$ cat config.mk
export PLATFORM = sky130hd
export DESIGN_NAME = fetch_sequencer
export DESIGN_NICKNAME = d
export VERILOG_FILES = /design/src/rtl/arm_pkg.sv /design/src/rtl/fetch_sequencer.sv
export SDC_FILE = /design/constraint.sdc
export NUM_CORES = 1
export LEC_CHECK = 0
export BUFFER_PORTS_ARGS = -buffer_cell sky130_fd_sc_hd__buf_2
export CAP_MARGIN = 20
export CORE_UTILIZATION = 44
export DETAILED_ROUTE_END_ITERATION = 6
export GPL_ROUTABILITY_DRIVEN = 0
export PLACE_DENSITY = 0.72
export SLEW_MARGIN = 20
export SYNTH_ARGS = -nofsm -noshare
export SYNTH_HDL_FRONTEND = slang
export SYNTH_SLANG_ARGS = --single-unit
$ cat constraint.sdc
create_clock -name clk -period 4.23 [get_ports clk]
set_input_delay 0.846 -clock clk [delete_from_list [all_inputs] [get_ports clk]]
set_output_delay 0.846 -clock clk [all_outputs]
set_load 0.01 [all_outputs]
$ cat src/rtl/arm_pkg.sv
// Shared definitions for the fetch side of the pipeline: fetch FSM states and
// architectural constants used when sequencing instruction memory.
package arm_pkg;

  typedef enum logic [1:0] {
    FS_BOOT = 2'd0,
    FS_RUN  = 2'd1,
    FS_HALT = 2'd2
  } fetch_state_e;

  localparam logic [31:0] ARM_NOP    = 32'h0;
  localparam logic [31:0] WORD_BYTES = 32'd4;

endpackage : arm_pkg

$ cat src/rtl/fetch_sequencer.sv
// IF-stage sequencer: owns the PC, holds imem in reset while it loads, then
// fetches one word per cycle into the IF/ID register under stall/flush/halt control.
module fetch_sequencer
  import arm_pkg::*;
#(
  parameter logic [31:0] RESET_PC    = 32'h0,
  parameter int          BOOT_CYCLES = 2,
  parameter int          CNT_W       = 16
) (
  input  logic             clk,
  input  logic             rst_n,
  input  logic             stall,
  input  logic             branch_taken,
  input  logic [31:0]      branch_addr,
  input  logic             halt_req,
  input  logic             resume_req,
  output logic [31:0]      imem_addr,
  output logic             imem_rst,
  input  logic [31:0]      imem_instr,
  output logic [31:0]      if_pc,
  output logic [31:0]      if_instr,
  output logic             if_valid,
  output logic             halted,
  output logic [CNT_W-1:0] fetch_count
);

  localparam int             BW        = (BOOT_CYCLES > 1) ? $clog2(BOOT_CYCLES) : 1;
  localparam logic [BW-1:0]  BOOT_LAST = BW'(BOOT_CYCLES - 1);

  fetch_state_e  state;
  logic [BW-1:0] boot_cnt;
  logic [31:0]   pc;
  logic [31:0]   pc_plus4;

  // Redirect targets are word aligned; the low address bits are dropped on purpose.
  logic unused_branch_lsbs;
  assign unused_branch_lsbs = ^branch_addr[1:0];

  assign pc_plus4  = pc + WORD_BYTES;
  assign imem_addr = pc;
  assign imem_rst  = (state == FS_BOOT);
  assign halted    = (state == FS_HALT);

  // NOTE: every register here is a flop updated with <=, so all branches of the
  // case read the pre-edge values of pc/state regardless of statement order.
  always_ff @(posedge clk or negedge rst_n) begin
    if (!rst_n) begin
      state       <= FS_BOOT;
      boot_cnt    <= '0;
      pc          <= RESET_PC;
      if_pc       <= 32'h0;
      if_instr    <= ARM_NOP;
      if_valid    <= 1'b0;
      fetch_count <= '0;
    end else begin
      case (state)
        FS_BOOT: begin
          boot_cnt <= boot_cnt + BW'(1);
          if (boot_cnt == BOOT_LAST) state <= FS_RUN;
        end

        FS_RUN: begin
          if (branch_taken) begin
            // Redirect wins over halt and stall; a concurrent halt is dropped.
            pc       <= {branch_addr[31:2], 2'b00};
            if_pc    <= 32'h0;
            if_instr <= ARM_NOP;
            if_valid <= 1'b0;
          end else if (halt_req) begin
            state    <= FS_HALT;
            if_pc    <= 32'h0;
            if_instr <= ARM_NOP;
            if_valid <= 1'b0;
          end else if (!stall) begin
            pc          <= pc_plus4;
            if_pc       <= pc_plus4;
            if_instr    <= imem_instr;
            if_valid    <= 1'b1;
            fetch_count <= fetch_count + CNT_W'(1);
          end
        end

        FS_HALT: begin
          // pc keeps the unfetched address so resume refetches it.
          if (resume_req && !halt_req) state <= FS_RUN;
        end

        default: state <= FS_BOOT;
      endcase
    end
  end

endmodule : fetch_sequencer
# == Word level (Yosys, flattened, before mapping) ==
# Cells that the tools add are included.
# word_totals
reg_bits,116
latchBits,0
ramBits,0
mem_bits_ro,0
out_inout_bits,115
wordCells,45
n_memories,0
# classes
n_addsub,3
n_mul,0
div_mod_pow,0
n_lt_le_gt_ge,0
eq_ne,9
n_shift,0
muxes,16
bitwise,3
n_reduce_logical,7
# op_table
cell,n
$mux W32,8
$add A32 B3 Y32 const B,1
$add A16 B1 Y16 const B,1
$mux W2,4
$reduce_and A4 Y1,2
$ne A2 B1 Y1 const B,3
$ne A2 B2 Y1 const B,3
$pmux W2 S3,1
$mux W1,3
$ne A3 B1 Y1 const B,1
$not A1 Y1,3
$reduce_and A3 Y1,1
$eq A2 B1 Y1 const B,1
$eq A2 B2 Y1 const B,1
$logic_not A2 Y1,1
$reduce_and A2 Y1,1
$add A1 B1 Y1 const B,1
$logic_and A1 B1 Y1,1
$logic_not A1 Y1,1

# == Longest topological paths before layout ==
# logic_depth
depth_word,4
depth_mapped,7

# == Worst setup path after synthesis ==
# OpenSTA, ideal clock, no wires.
# synth_timing
kind,input to register
from,input branch_taken
to,register pc[18] (netlist: imem_addr[18])
t_arrival_ns,1.828
path_slack_ns,2.276
cell_stages,4
path_buffers,1
path_cell_list,nor4_2 -> clkbuf_1 -> nand3_1 -> o311a_1
# synth_between
elab_chain_cells,2
word_cells_on_any_way,4
cone_classes,eq/ne: 2; mux: 1; reduce/logical: 1
# synth_lines
element,line_no,text
start: declaration,fetch_sequencer.sv:13,"input logic branch_taken,"
$ne A2 B2 Y1 (no line) or $ne A2 B1 Y1 (tied branches),-,
$reduce_and A3 Y1 (no line),-,
end signal: assignment,fetch_sequencer.sv:65,"pc <= {branch_addr[31:2], 2'b00};"
end signal: assignment,fetch_sequencer.sv:75,pc <= pc_plus4;
end: declaration,fetch_sequencer.sv:32,logic [31:0] pc;
# Several ways; a longest one is shown, not always the timed one.
# A chain may end at the register's enable or synchronous reset.

# == Worst setup path in the final report ==
# layout_timing
from,input branch_taken
to,register fetch_count[15]
# layout_between
elab_chain_cells,2
# layout_lines
element,line_no,text
$not A1 Y1 (no line),-,
$reduce_and A4 Y1 (no line),-,
end signal: assignment,fetch_sequencer.sv:79,fetch_count <= fetch_count + CNT_W'(1);
end: declaration,fetch_sequencer.sv:24,output logic [CNT_W-1:0] fetch_count
# Every way passes these cells.

==> run summary <==
YS warnings = 0
Total GRT Usage = 24.4%
Worst Path Max Fanout = 37
fin. max-slew vios = 0
Clock transition at path regs = 0.05 ns
Main synth FF type = dfrtp_1
Initial Utilization = 45.0%
largest area contributor in the netlist = dfrtp_1
Placed Cells = 808
Clock power frac = 33.5%
Final min period = 2.40 ns
Post-synth ARST share = 100%
kind of critical path = in2reg
Finished Layout Cells = 839
die area = 12,700 sq um
area share of the largest cell type after synthesis = 52.5%
Die W = 113 um
Worst Path Required = 4.53 ns
Mapped Area = 5380 sq um
post-synthesis xor/xnor area fraction = 7.16%
status = finished, final reports clean
combinational share of power = 30.9%
Remaining DRCs = 0
initial DRC count = 340
Storage cell area = 2830 sq um
relative slew slack = 32.4%
largest net degree at the start of global routing = 68
core area = 12,000 sq um
Max-Cap Viols = 0
postcts setup bufs = 0
Yosys reg bits = 113
synthesized instance count = 506
global-route wire length before repair = 23,800 um
fraction of layout instances using a drive strength above 1 = 35.0%
fillers = 1,013
mux contribution to synthesized area = 2.63%
Resized cells post-CTS = 0
post-synthesis adder-cell area fraction = 0.465%
Vias/cell = 5.59
number of global-route vias before repair = 4,609
CTS tree = yes
switching portion of total power = 35.7%
setup TNS = 0 ns
Chip Height = 113 um
average wire per standard cell = 17.4 um
Max Clock Skew = 0.00843 ns
area used by multi-input combinational logic = 2420 sq um
NetSw = 0.00176 W
Critical Path AT = 2.69 ns
power per cell area = 698 nW/um^2
Synth Area in Compound Gates = 16.8%
Post-DRT Antenna Nets = 0
kind of start point of the critical path = input pin
row count = 40
via count = 4,692
First-pass DRT Iterations = 5
I/O Buffers = 180
final WL = 14,600 um
Pint = 0.00317 W
post-synthesis sequential area ratio = 52.5%
Clock Latency Late Sink = 0.42 ns
final setup fails = 0
area post-placement = 6390 sq um
Layout area overhead = 31.5%
Leak = 3.57 nW
VDD IR max = 0.357 mV
clock buffer depth = 2
Root Buffer = clkbuf_16
Pwr Total = 0.00494 W
CTS sink cnt = 113
power share of the sequential group = 35.6%
antenna violations before repair = 0
post-synth cell types = 54
Synth Area in Simple Gates = 17.5%
diode count = 0
largest family of logic cells by synthesized area = simple AND/OR/NAND/NOR gates
Design Area, Final = 7080 sq um
HPWL after DPL = 9960 um
Final nets = 752
Least-Margin Pin Slew = 1.01 ns
global route total overflow = 0
Hold Path Class = reg2reg
H-tree Lvls = 4
Syn Area/Cell = 10.6 sq um
Hold Vio Cnt, Final = 0
number of flops mapped to enable cells by yosys = 0
period utilization = 56.6%
ranking of synthesized cells by area = dfrtp_1 (53%), a22o_1 (6.3%), xnor2_1 (4.4%), nand2_1 (4.3%), o21ai_0 (2.8%)
# hold bufs at CTS = 0
Post-synth top cells = dfrtp_1 (113), nand2_1 (61), a22o_1 (39)
RSZ-0062 raised after global routing = false
Ports = 185
maximum clock frequency = 417 MHz
most common cell in the netlist = dfrtp_1
CTS buffer count = 17
CP Capture Type = flop
-- placed cells by master (no fill, tap or decap), types with 3 or more instances in the layout --
| cell type | instances |
|---|---|
| nor4_4 | 4 |
| nor2b_1 | 3 |
| nor2_1 | 21 |
| clkbuf_8 | 4 |
| dfrtp_1 | 113 |
| o21ai_2 | 3 |
| clkinv_2 | 3 |
| nand2_2 | 3 |
| nand3_1 | 24 |
| a22o_1 | 39 |
| o21ai_0 | 30 |
| buf_2 | 179 |
| nand4_1 | 10 |
| nand2_1 | 60 |
| a21oi_1 | 14 |
| clkbuf_16 | 17 |
| o22ai_1 | 10 |
| xnor2_1 | 27 |
| and2_1 | 6 |
| bufinv_16 | 6 |
| and3_1 | 7 |
| xor2_1 | 17 |
| o22a_1 | 3 |
| buf_4 | 8 |
| and4_1 | 3 |
| nand2b_1 | 4 |
| nor3_1 | 5 |
| o21ai_1 | 8 |
| mux2i_1 | 13 |
| a22oi_1 | 10 |
-- worst paths after layout --
path	startpoint	endpoint	slack (ns)	cells after the start
min in group asynchronous	rst_n	fetch_count[6]	0.54	1
worst max-delay path	branch_taken	fetch_count[15]	1.83	6
worst max register to register	state[0]	fetch_count[15]	1.85	5
worst min register to register	boot_cnt	boot_cnt	0.47	1
worst min-delay path	boot_cnt	boot_cnt	0.47	1
max in group asynchronous	rst_n	fetch_count[15]	2.78	2
-- worst max-delay path, cell delays in order --
cell      delay [ns]
buf_2           0.27
nor2_1          0.30
nand3b_4        0.42
nor4_2          0.53
nand3_1         0.16
xnor2_1         0.15
-- per-stage QoR --
stage | setup WS, ns | utilization, % | hold slack, ns
CTS | 1.85 | 59.2 | 0.475
global route | 1.57 | 59.2 | 0.498
global placement | 1.47 | 53.5 | 0.456
floorplan | 2.28 | - | 0.436
detailed placement | 1.42 | 53.5 | 0.465
finish | 1.83 | 59.2 | 0.473
-- power groups by stage --
stage	Clock, W	Combinational, W	Sequential, W
3_5_place_dp	0	0.00153	0.00176
4_1_cts	0.00168	0.00154	0.00175
3_3_place_gp	0	0.00150	0.00174
6_report	0.00165	0.00153	0.00176
5_1_grt	0.00173	0.00169	0.00181
2_1_floorplan	0	0.000892	0.00179
-- per-layer routing --
layer	routed length [um]	global-route usage [%]	vias to the layer above	share of wire, %
met5	0	0	-	0
met2	6800	37.2	172	47
li1	-	-	2170	-
met4	359	10.3	0	2.5
met1	6490	33.2	2321	44
met3	955	6.32	29	6.5
-- flip-flops by register name (all words and copies together) (netlist names) --
| signal | flops |
|---|---|
| if_instr | 32 |
| if_pc | 31 |
| imem_addr | 30 |
| fetch_count | 16 |
| state | 2 |
| boot_cnt | 1 |
| if_valid | 1 |
-- cells by family (layout without fill, tap and decap cells) --
logic type / after synthesis / in the layout
XOR/XNOR: 44 / 44
AO/OA/AOI/OAI: 130 / 130
other: 1 / 2
flip-flops: 113 / 113
multiplexers: 14 / 14
AND/OR/NAND/NOR: 167 / 167
adder cells (fa/ha/maj): 2 / 2
buffers and inverters: 35 / 220
-- cell type report --
cell class | instances | area share (%)
inverter | 2 | 0.106
multi-input combinational | 359 | 34.2
clock buffer | 21 | 6.79
tap | 147 | 2.60
clock inverter | 10 | 2.88
sequential | 113 | 39.9
timing repair buffer | 187 | 13.5
(Power assumes the default switching activity.)
